**config.mk**
```make
export PLATFORM = sky130hd
export DESIGN_NAME = arb_dm_axil_req
export DESIGN_NICKNAME = d
export VERILOG_FILES = /design/src/rtl/arb_dm_axil_req.sv
export SDC_FILE = /design/constraint.sdc
export NUM_CORES = 1
export LEC_CHECK = 0
export CAP_MARGIN = 0
export CORE_AREA = 4 4 122 124
export DETAILED_ROUTE_END_ITERATION = 6
export DIE_AREA = 0 0 126 128
export DONT_BUFFER_PORTS = 1
export PLACE_DENSITY_LB_ADDON = 0.15
export SYNTH_ARGS = -nofsm -noshare
export SYNTH_HDL_FRONTEND = slang
export SYNTH_SLANG_ARGS = --single-unit
```
**constraint.sdc**
```tcl
create_clock -name clk -period 1.9 [get_ports clk]
set_input_delay 0 -clock clk [delete_from_list [all_inputs] [get_ports clk]]
set_output_delay 0 -clock clk [all_outputs]
set_load 0.03 [all_outputs]
```
**src/rtl/arb_dm_axil_req.sv**
```systemverilog
// arb_dm_axil_req: two-port round-robin request arbiter in front of a
// req/gnt-to-AXI-lite bridge. One transaction is in flight at a time.
// The flow is IDLE (arbitrate) -> BUSY (s_req_o high) -> RELEASE (one idle
// cycle) -> IDLE.
// Optional feature macro: ARB_TIMEOUT_EN. When it is defined, a BUSY phase
// that lasts TIMEOUT_CYCLES cycles without s_gnt_i is force-completed. The
// forced completion returns 32'hDEAD_BEEF for reads and pulses timeout_o.
`timescale 1ns/1ps
module arb_dm_axil_req #(
    parameter int unsigned TIMEOUT_CYCLES = 255
) (
    input  logic        clk,
    input  logic        rst,
    input  logic        m0_req_i,
    input  logic [31:0] m0_add_i,
    input  logic        m0_we_i,
    input  logic [31:0] m0_wdata_i,
    input  logic [3:0]  m0_be_i,
    output logic        m0_gnt_o,
    output logic        m0_r_valid_o,
    output logic [31:0] m0_r_rdata_o,
    input  logic        m1_req_i,
    input  logic [31:0] m1_add_i,
    input  logic        m1_we_i,
    input  logic [31:0] m1_wdata_i,
    input  logic [3:0]  m1_be_i,
    output logic        m1_gnt_o,
    output logic        m1_r_valid_o,
    output logic [31:0] m1_r_rdata_o,
    output logic        s_req_o,
    output logic [31:0] s_add_o,
    output logic        s_we_o,
    output logic [31:0] s_wdata_o,
    output logic [3:0]  s_be_o,
    input  logic        s_gnt_i,
    input  logic [31:0] s_rdata_i,
    output logic        owner_o,
    output logic        busy_o,
    output logic        timeout_o
);

    typedef enum logic [1:0] {
        ST_IDLE    = 2'd0,
        ST_BUSY    = 2'd1,
        ST_RELEASE = 2'd2
    } state_t;

    state_t      r_state;
    state_t      w_state_nxt;
    logic        r_owner;
    logic [31:0] r_s_add;
    logic [31:0] r_s_wdata;
    logic        r_s_we;
    logic [3:0]  r_s_be;
    logic [31:0] r_m0_rdata;
    logic [31:0] r_m1_rdata;

    logic        w_arb;        // arbitration happens this cycle
    logic        w_win;        // winning port (0 = m0, 1 = m1)
    logic        w_s_req;
    logic        w_busy;
    logic        w_to_hit;     // forced completion this cycle
    logic        w_done;       // transaction completes this cycle
    logic [31:0] w_done_rdata; // read data returned on completion

    // On a tie, the port that did not own the last transaction wins.
    assign w_win = (m0_req_i && m1_req_i) ? ~r_owner : m1_req_i;

`ifdef ARB_TIMEOUT_EN
    localparam logic [7:0] TO_LAST = 8'(TIMEOUT_CYCLES - 1);

    logic [7:0] r_to_cnt;

    // Timeout counter: counts BUSY cycles without s_gnt_i and is cleared outside BUSY.
    always_ff @(posedge clk) begin
        if (rst) begin
            r_to_cnt <= 8'd0;
        end else if (r_state != ST_BUSY) begin
            r_to_cnt <= 8'd0;
        end else if (!s_gnt_i) begin
            r_to_cnt <= r_to_cnt + 8'd1;
        end
    end

    // A real grant always wins over a timeout that falls in the same cycle.
    assign w_to_hit     = (r_state == ST_BUSY) && !rst && !s_gnt_i && (r_to_cnt == TO_LAST);
    assign w_done_rdata = s_gnt_i ? s_rdata_i : 32'hDEAD_BEEF;
`else
    assign w_to_hit     = 1'b0;
    assign w_done_rdata = s_rdata_i;
`endif

    // Completion pulses are suppressed while reset is high, so an aborted
    // transaction never reports as done.
    assign w_done = (r_state == ST_BUSY) && !rst && (s_gnt_i || w_to_hit);

    // State register.
    always_ff @(posedge clk) begin
        // NOTE: clocked state always uses non-blocking (<=) so every register
        // samples pre-edge values; blocking here would create order races.
        if (rst) begin
            r_state <= ST_IDLE;
        end else begin
            r_state <= w_state_nxt;
        end
    end

    // Next-state and state-decoded controls.
    always_comb begin
        // NOTE: every output of this block gets a default first, so no path
        // leaves one unassigned and no latch is inferred.
        w_state_nxt = r_state;
        w_arb       = 1'b0;
        w_s_req     = 1'b0;
        w_busy      = 1'b0;
        case (r_state)
            ST_IDLE: begin
                w_arb = m0_req_i || m1_req_i;
                if (w_arb) begin
                    w_state_nxt = ST_BUSY;
                end
            end
            ST_BUSY: begin
                w_s_req = 1'b1;
                w_busy  = 1'b1;
                if (w_done) begin
                    w_state_nxt = ST_RELEASE;
                end
            end
            ST_RELEASE: begin
                w_busy      = 1'b1;
                w_state_nxt = ST_IDLE;
            end
            default: begin
                w_state_nxt = ST_IDLE;
            end
        endcase
    end

    // Latch the winner's transaction, track the owner, and capture read data on completion.
    always_ff @(posedge clk) begin
        // NOTE: the data registers are reset as well, because downstream logic
        // may observe s_* and r_rdata before the first transaction.
        if (rst) begin
            r_owner    <= 1'b1;
            r_s_add    <= 32'd0;
            r_s_wdata  <= 32'd0;
            r_s_we     <= 1'b0;
            r_s_be     <= 4'd0;
            r_m0_rdata <= 32'd0;
            r_m1_rdata <= 32'd0;
        end else begin
            if (w_arb) begin
                r_owner   <= w_win;
                r_s_add   <= w_win ? m1_add_i   : m0_add_i;
                r_s_wdata <= w_win ? m1_wdata_i : m0_wdata_i;
                r_s_we    <= w_win ? m1_we_i    : m0_we_i;
                r_s_be    <= w_win ? m1_be_i    : m0_be_i;
            end
            if (w_done && !r_s_we) begin
                if (r_owner) begin
                    r_m1_rdata <= w_done_rdata;
                end else begin
                    r_m0_rdata <= w_done_rdata;
                end
            end
        end
    end

    assign s_req_o      = w_s_req;
    assign s_add_o      = r_s_add;
    assign s_wdata_o    = r_s_wdata;
    assign s_we_o       = r_s_we;
    assign s_be_o       = r_s_be;
    assign owner_o      = r_owner;
    assign busy_o       = w_busy;
    assign timeout_o    = w_to_hit;
    assign m0_gnt_o     = w_done && !r_owner;
    assign m1_gnt_o     = w_done &&  r_owner;
    assign m0_r_valid_o = w_done && !r_owner && !r_s_we;
    assign m1_r_valid_o = w_done &&  r_owner && !r_s_we;
    assign m0_r_rdata_o = r_m0_rdata;
    assign m1_r_rdata_o = r_m1_rdata;

endmodule
```
---- After elaboration in Yosys (flattened, before gate mapping) ----
Index checks and enable logic that the tools add are counted.
operators by class
  bitwise logic cells ..................... 1
  multiplexer cells ....................... 11
  equal/unequal tests ..................... 4
  reduce and logical (&&, ||, !) cells .... 17
operator list
  kind                                                  count
  two-way mux 32 bit                                    2
  logical AND 1 bit                                     8
  AND reduction 2 bit                                   3
  two-way mux 1 bit                                     5
  two-way mux 2 bit                                     2
  two-way mux 4 bit                                     1
  inequality test 2 bit (second input constant)         2
  case mux 2 bit (2 select lines)                       1
  zero test 1 bit                                       3
  equality test 2 x 1 -> 1 bit (second input constant)  1
  equality test 2 bit (second input constant)           1
  zero test 2 bit                                       1
  OR reduction 2 bit                                    1
  logical OR 1 bit                                      1
  NOT 1 bit                                             1
storage, ports and cells
  output and inout port bits .............. 141
  register bits after elaboration ......... 136
  input port bits ......................... 175
  logic and storage cells ................. 41

---- Longest topological paths before layout ----
Gate-level depths: netlist (run 1).
  depth in word-level cells ............... 5
  depth in mapped cells ................... 7
  gate-level depth less buffers ........... 5

---- Worst setup path before layout (run 1) ----
No wires, ideal clock.
  path kind ............................... register to output
  from .................................... reg r_owner, in the netlist owner_o
  to ...................................... out m1_gnt_o
  path buffers ............................ 1
  setup slack ............................. -0.122 ns
  cell stages (with the launch flop) ...... 4
  arrival time ............................ 2.022 ns
  cell sequence ........................... dfxtp_1 -> inv_1 -> clkbuf_1 -> nor4b_1
on the way
  longest elaborated chain between the ends .. 1
ends and longest elaborated chain
  element                   line  source
  start: declaration        50    logic r_owner;
  start signal: assignment  154   r_owner <= w_win;
  logical AND 1 bit         179   assign m1_gnt_o = w_done && r_owner;
  end: declaration          27    output logic m1_gnt_o,
Every way passes these cells.

---- Final worst setup path (run 1) ----
  from .................................... reg r_state[1]
  to ...................................... reg r_state[1]
on the way
  longest elaborated chain between the ends .. 5
  elaborated cells between the ends (all ways) .. 8
  those cells by class .................... 3 x eq/ne; 1 x mux; 4 x reduce/logical
ends and longest elaborated chain
  element                          line     source
  start: declaration               48       state_t r_state;
  start signal: assignment         104      r_state <= w_state_nxt;
  equality test 2 x 1 -> 1 bit     95, 116
  logical AND 1 bit (2 in series)  95       assign w_done = (r_state == ST_BUSY) && !rst && (s_gnt_i || w_to_hit);
  inequality test 2 bit (no line)  --
  AND reduction 2 bit (no line)    --
Parallel ways exist; a longest one is shown, timed or not.
A chain may end at the register's enable or synchronous reset.

==> results of run 1 <==
[worst paths after layout]
| check | startpoint | endpoint | slack (ns) |
|---|---|---|---|
| setup / recovery | r_state[1] | r_state[1] | 0.06 |
| hold / removal | rst | m0_r_rdata_o[25] | -0.34 |
| setup reg to reg | r_state[1] | r_state[1] | 0.06 |
| hold reg to reg | r_state[0] | r_state[0] | 0.51 |
[synthesized netlist by cell type (all sizes together)]
cell type,instances
o21a,1
nor4bb,1
clkbuf,41
nand4bb,1
a21bo,1
nor3b,2
ha,2
nor4b,2
dfxtp,136
nor2b,1
nand2b,1
a311oi,69
inv,4
nor2,72
a311o,1
conb,1
nand3,64
buf,33
o21ai,66
a21boi,1
a21oi,66
nand2,138
[layer usage]
metal	up-vias	track usage [%]	routed length, um
met4	0	8.33	368
met3	29	8.92	1750
met5	-	0	0
met1	2320	23.4	6740
met2	233	31.7	8220
li1	2408	-	-
[timing repair]
action	4_1_cts	5_1_grt
endpoints found under the setup margin	0	3
gates resized for setup	0	3
endpoints found under the hold margin	136	134
[cell families after synthesis]
group,Yosys count,synth area share [%]
simple gates,282,21.1
compound gates,205,23.4
flops,136,48.8
buf+inv,78,6.24
fa+ha+maj,2,0.449
other cells,1,0.0672
[sequential cells by signal (all words and copies together) (netlist names)]
name	count
m0_r_rdata_o	32
m1_r_rdata_o	32
s_add_o	32
s_wdata_o	32
s_be_o	4
r_state	2
owner_o	1
s_we_o	1
[power by group through the flow]
stage               registers [mW]  logic (mW)  clock network, mW
floorplan                     3.72       0.743                  0
global placement              3.79       0.852                  0
detailed placement            3.79       0.887                  0
CTS                           3.73       0.890               3.15
global route                  3.75        1.01               3.27
finish                        3.73       0.893               3.07
[critical path, delay by kind of cell (launching register included)]
family,cells,cell delay [ns]
AO/OA/AOI/OAI,1,0.10
adder cells (fa/ha/maj),1,0.25
buffers and inverters,2,0.65
flip-flops,1,0.30
AND/OR/NAND/NOR,2,0.43
[layout make-up]
type / count / area (um2) / share of cell area (%)
tap: 180 / 225 / 3.58
clock buffer: 26 / 519 / 8.25
clock inverter: 6 / 38.8 / 0.616
multi-input combinational: 490 / 2560 / 40.7
timing repair buffer: 20 / 209 / 3.32
sequential: 136 / 2720 / 43.3
inverter: 4 / 15.0 / 0.238
[per-stage QoR]
stage,util [%],instances,power [mW]
finish,45.7,862,7.69
global route,45.7,862,8.03
CTS,45.6,862,7.77
detailed placement,41.4,828,4.68
global placement,41.4,828,4.65
floorplan,-,704,4.46
==> results.md, run 1 <==
- In the layout the commonest cells are sky130_fd_sc_hd__nand2_1, sky130_fd_sc_hd__dfxtp_1, sky130_fd_sc_hd__nor2_1, sky130_fd_sc_hd__a311oi_1.
- The placer congestion estimate is 0.830.
- The clock network accounts for 39.9% of the total power.
- The routed via count is 4990.
- The number of nets in the synthesized netlist is about 880.
- The clock arrives with roughly 0.0085 ns of skew.
- The number of placement rows is 43.
- Static timing analysis puts the maximum clock frequency at approximately 0.54 GHz.
- STA classifies the critical path endpoint as a flop.
- For this design, the slowest cell found on the critical path is sky130_fd_sc_hd__dlygate4sd3_1.
- The final-report max-slew violation count is 0.
- In this run the number of H-tree levels came out at 4.
- The flip-flop and latch count after synthesis is 136.
- The biggest cell delay along the critical path is 0.56 ns.
- Clock-pin slew was measured on the worst setup and hold paths at 0.06 ns.
- Setup total negative slack on the finished layout was measured at 0 ns.
- Cell internal power was estimated by the tool at 5.29 mW.
- The number of antenna violations at the first check in global routing is 0.
- For this run, the register share of the synthesized area comes to 48.8%.
- The initial DRC count is between 400 and 500.
- In the synthesized netlist, the number of instances is 704.
- At the end of the flow, the number of nets in the layout was approximately 850.
- Sorting the synthesized cells by area gives the leading types as sky130_fd_sc_hd__dfxtp_1, sky130_fd_sc_hd__a311oi_1, sky130_fd_sc_hd__nand2_1.
- The total of endpoints with negative setup slack in the final report is 0.
- For this configuration, the core starts out at a cell density of 40.5%.
- The final critical path takes up 96.8% of the cycle.
- The total of max-cap violations is 0.
- At the worst endpoint, the required time is 2.19 ns.
- In this run the worst path has a maximum fanout of 4.
- The final critical-path required period is 1.84 ns.
- The startpoint-to-endpoint class of the critical path is flop to flop.
- The analysis attributes to net switching a power of 2.40 mW.
- Post-CTS timing repair inserted 0 buffers for setup.
- The die height is 128 um.
- The number of I/O pins is 316.
- Yosys printed 0 warnings.
- Counting instances, the worst hold path has a depth of 1.
- The cell area after placement is ~5700 um2.
- Yosys mapped the design onto 24 distinct sky130hd cell types.
- In this run the tightest slew margin relative to its limit is 53.0%.
- After synthesis, the largest area contributor takes up 48.8% of total cell area.
- In this run the remaining antenna-violating nets after routing total 0.
- Measured in cells, the most critical reg-to-reg path has a length of 6.
- In the post-route analysis, the smallest setup slack over all paths is between 0.06 and 0.07 ns.
- Clock tree synthesis selected as its root buffer the cell sky130_fd_sc_hd__clkbuf_16.
- The count of endpoints failing hold in the final timing report came to 134.
- The final layout contains routed wiring with a total length of 17.1 mm.
- Using the TritonRoute via totals, the vias-per-cell ratio works out to 5.79.
- The first global-routing pass estimated 26.0 mm of wire.
- The synthesized area per cell is 7.92 um2.
- The die covers ~16000 um2.
- From synthesis to final layout, the design area changed by 12.9%.
- Buffers inserted during clock tree synthesis total 17.
- The per-cell routed wire length is ~20 um.
- The TritonCTS clock tree is built.
- The top cell type by total area after synthesis is sky130_fd_sc_hd__dfxtp_1.
- The count of input and output buffers is 0.
- The part of the total power dissipated in sequential elements is 48.4%.
- Among the stages of the critical path, the cell type that occurs most often is sky130_fd_sc_hd__nor3b_2.
- The number of buffers on the longest clock path is 2.
- For this run, the total global-route usage over all layers was measured as 19.9%.
- Entering global routing, the biggest net connects 141 pins.
- After filler insertion, the fill cell instance count of the layout stands at 1417.
- For this run, design rule violations remaining after detail routing come to 0.
- Walking the worst path, the cells encountered are inv_1 > ha_1 > nor3b_2 > o21ai_0 > nor3b_2 > dlygate4sd3_1.
- Combinational logic burns 11.6% of the power.
- After synthesis the cells add up to 5580 um2.
- The switching part of the total is 31.3%.
- Summed over all nets, the half-perimeter wirelength after detailed placement is 11.8 mm.
- The arrival time of data at the critical path endpoint is 2.13 ns.
- The overall die width is 126 um.
- Summed over all layers, the global routing overflow is 0.
- Of the cells placed in the final design, the portion with a size suffix greater than 1 is 8.36%.
- The clock net in this run drives a total of 136 sinks.
- Timing analysis after detailed placement gives a worst setup slack of roughly 0.26 ns.
- The flow ran to the end, but the final reports show violations.
- The core region is between 10000 and 15000 um2.
- In this run the power density over the cells is approximately 1200 nW/um2.
- At the pin with the least slew margin, the transition time is 0.705 ns.
- The final reports fail on negative hold slack.
- The clock latency of the later-clocked register in the worst-skew pair is ~0.41 ns.
- Hold timing on the final database bottoms out at a slack of -0.344 ns.
- 0 antenna diodes ended up in the layout.
- The via count of the first global-routing pass came to 4778.
- IR analysis of the VDD net gives a maximum drop of 0.000540 V.
- In this run the worst hold path is classified as input pin to flop.
- The first-pass detailed-route iteration total is 5.
- Summing all non-filler instances in the final layout gives an area of 6300 um2.
- In this run the static leakage power is 2.25 nW.
- The library cell used most frequently in the layout, excluding fill and tap cells, is sky130_fd_sc_hd__nand2_1.
- In this run, post-CTS hold repair placed 2 buffers.
- STA classifies the critical path startpoint as a flop.
Note: power is estimated with default switching activity, not from simulation.
==> inputs of run 2 (changes only) <==
==> constraint.sdc (replaced) <==
create_clock -name clk -period 2.2 [get_ports clk]
set_input_delay 0 -clock clk [delete_from_list [all_inputs] [get_ports clk]]
set_output_delay 0 -clock clk [all_outputs]
set_load 0.03 [all_outputs]
==> run 2 against run 1 <==
Against the previous run: the run now ends clean; combinational power rose by 42%; critical path type unchanged; clock skew rose by 0.0011 ns; design area rose by 28%; final cell count rose by 19%; die area did not move; highest routed layer unchanged.
==> results.md, run 2 (synthesis results as in run 1) <==
- The data required time of the worst path was 2.55 ns (was 2.19 ns).
- The core region area is 13800 um2 (unchanged).
- The final worst slack is 0.0700 ns (was 0.0617 ns).
- The effective utilization at floorplan is 40.5% (unchanged).
- The TritonCTS sink count is 136 (unchanged).
- The average vias per placed instance is 5.72 (was 5.79).
- The power per unit of standard cell area came to 908 nW/um2 (was 1220 nW/um2).
- The startpoint of the lowest-slack register-to-register path is r_state[1] (unchanged).
- The routed via count is 5886 (was 4990).
- The area added between synthesis and finish is 44.4% (was 12.9%).
- The clock latency of the later-clocked register in the worst-skew pair is 0.42 ns (was 0.41 ns).
- The count of endpoints failing hold in the final timing report is 0 (was 134).
- The number of cells in the finished layout apart from fillers is 1029 (was 862).
- The part of the cycle the worst path needs came to 96.8% (about the same).
- The slew at the pin closest to its max-slew limit came to 0.559 ns (was 0.705 ns).
- The final core area utilization was 58.5% (was 45.7%).
- The number of inserted diodes came to 0 (unchanged).
- The number of buffers on the longest clock path is 2 (unchanged).
- The die height is 128 um (unchanged).
- The cell area after placement was 5670 um2 (was 5700 um2).
- The total half-perimeter wirelength after legalization and detailed placement is 12.1 mm (was 11.8 mm).
- The worst hold margin came to 0.0342 ns (was -0.344 ns).
- The total chip power came to 7.31 mW (was 7.69 mW).
- The initial DRC count is 493 (was 462).
- The number of placed instances with taps included is 824 (was 828).
- The number of CTS-inserted buffers is 17 (unchanged).
- The number of placement rows came to 43 (unchanged).
- The arrival time of data at the critical path endpoint is 2.48 ns (was 2.13 ns).
- The filler cell count was 1183 (was 1417).
- The die area is 16100 um2 (unchanged).
- The final design area excluding fillers came to 8050 um2 (was 6300 um2).
- The number of cells on the worst reg-to-reg path is 7 (was 6).
- The clock-pin slew reported for the worst setup and hold paths after clock tree synthesis is 0.06 ns (about the same).
- The cell at the root of the clock tree is sky130_fd_sc_hd__clkbuf_16 (unchanged).
- The critical path startpoint category is a flop (unchanged).
- The number of levels in the clock H-tree is 4 (unchanged).
- The final critical-path required period is 2.13 ns (was 1.84 ns).
- Result of the run: finished clean (was complete, but fails checks).
- The post-route setup TNS is 0 ns (unchanged).
- The overall routing resource usage is 22.6% (was 19.9%).
- The first-pass GRT wire length is 29.6 mm (was 26.0 mm).
- The overall die width was 126 um (unchanged).
- The count of input and output buffers was 0 (unchanged).
- The maximum clock frequency came to 0.469 GHz (was 0.544 GHz).
- The pre-CTS worst setup slack is 0.465 ns (was 0.262 ns).
- The remaining global-route overflow is 0 (unchanged).
- The final-report max-slew violation count is 0 (unchanged).
- The post-route DRC violation count is 0 (unchanged).
- The critical-path maximum fanout is 30 (was 4).
- The number of I/O pins came to 316 (unchanged).
- The remaining antenna violation count was 0 (unchanged).
- The headroom to the max-slew limit was 62.8% (was 53.0%).
- Setup repair after global routing left no endpoint under its margin.
- The number of antenna violations at the first check in global routing is 0 (unchanged).
- The startpoint of the worst setup timing path is r_state[1] (unchanged).
- The final net count came to 1013 (was 846).
- The routed wire length is 19.8 mm (was 17.1 mm).
- The TritonCTS clock tree is built (unchanged).
- The per-cell routed wire length came to 19.2 um (was 19.8 um).
- The critical register-to-register path endpoint is s_add_o[29] (was r_state[1]).
- The total of max-cap violations was 0 (unchanged).
- The first-pass detailed-route iteration total is 6 (was 5).
- The proportion of layout cells with a drive suffix above 1 came to 7.07% (was 8.36%).
- The placer congestion estimate is 0.838 (was 0.830).
- The startpoint-to-endpoint class of the critical path is flop to flop (unchanged).
- The kind of end point of the critical path is a flop (unchanged).
- The path type of the worst min-delay path is input pin to flop (unchanged).
- The internal reg-to-reg setup slack came to 0.07 ns (was 0.06 ns).
- The leakage power was 3.07 nW (was 2.25 nW).
- The maximum number of pins on one net before global-route repair was 119 (was 141).
- The origin of the worst min-delay path is rst (unchanged).
- The maximum VDD drop is 0.000524 V (was 0.000540 V).
- The most common cell after layout, fill and taps aside was sky130_fd_sc_hd__dlygate4sd3_1 (was sky130_fd_sc_hd__nand2_1).
- The total of endpoints with negative setup slack in the final report is 0 (unchanged).
- The via count of the first global-routing pass is 5616 (was 4778).
- The clock skew is 0.00958 ns (was 0.00848 ns).
- The critical path capture point is s_add_o[29] (was r_state[1]).
- Highest-count cells in the layout ignoring fill and taps: sky130_fd_sc_hd__dlygate4sd3_1, sky130_fd_sc_hd__nand2_1, sky130_fd_sc_hd__dfxtp_1, sky130_fd_sc_hd__nor2_1, sky130_fd_sc_hd__a311oi_1 (was sky130_fd_sc_hd__nand2_1, sky130_fd_sc_hd__dfxtp_1, sky130_fd_sc_hd__nor2_1, sky130_fd_sc_hd__a311oi_1).
-- run 2: cell types whose count changed in the layout (fill, tap and decap cells not counted), sizes merged --
cell         before  now
clkbuf           26   23
o21a              1    2
buf              18   19
clkinvlp          2    1
dlygate4sd3       2  165
inv               4    6
bufinv            0    2
clkinv            4    6
-- run 2: critical path, stage by stage (launching register included) --
cell and delay [ns]:
sky130_fd_sc_hd__dfxtp_1 0.30, sky130_fd_sc_hd__inv_1 0.08, sky130_fd_sc_hd__ha_2 0.26, sky130_fd_sc_hd__o21a_4 0.23, sky130_fd_sc_hd__buf_16 0.19, sky130_fd_sc_hd__nor2_1 0.07, sky130_fd_sc_hd__a311oi_1 0.31, sky130_fd_sc_hd__dlygate4sd3_1 0.61
-- run 2: timing repair --
action | in CTS | in global routing
setup endpoints to repair | 0 | 53
gates resized for setup | 0 | 4
endpoints found under the hold margin | 136 | 0
setup buffers | 0 | 4
hold buffers | 166 | 0
-- run 2: final cells by class --
type / count / area, um2 / share of cell area, %
well taps: 180 / 225 / 2.80
multi-input cells: 491 / 2550 / 31.7
flip-flops and latches: 136 / 2720 / 33.8
clock buffers: 21 / 470 / 5.84
clock inverters: 11 / 119 / 1.48
repair buffers: 186 / 1950 / 24.2
inverters: 4 / 15.0 / 0.186
-- run 2: power by group --
part	internal (mW)	switching, mW
combinational	0.633	0.634
sequential	2.67	0.569
clock	1.76	1.05
total	5.06	2.25
-- run 2: worst min path at each step --
stage,end,slack (ns),cells after the start
6_report,m0_r_rdata_o[29],0.03,4
5_1_grt,m1_r_rdata_o[29],0.02,2
4_1_cts,m0_r_rdata_o[26],0.01,4
3_5_place_dp,m0_r_rdata_o[30],0.08,1
3_3_place_gp,m1_r_rdata_o[23],0.08,1
2_1_floorplan,m0_r_rdata_o[31],0.15,2
-- run 2: layer usage --
layer | share of wire [%] | vias up | global-route usage [%]
li1 | - | 2751 | -
met1 | 38 | 2801 | 26.2
met2 | 50 | 290 | 37.6
met3 | 9.8 | 44 | 8.25
met4 | 2.8 | 0 | 10.1
met5 | 0 | - | 0
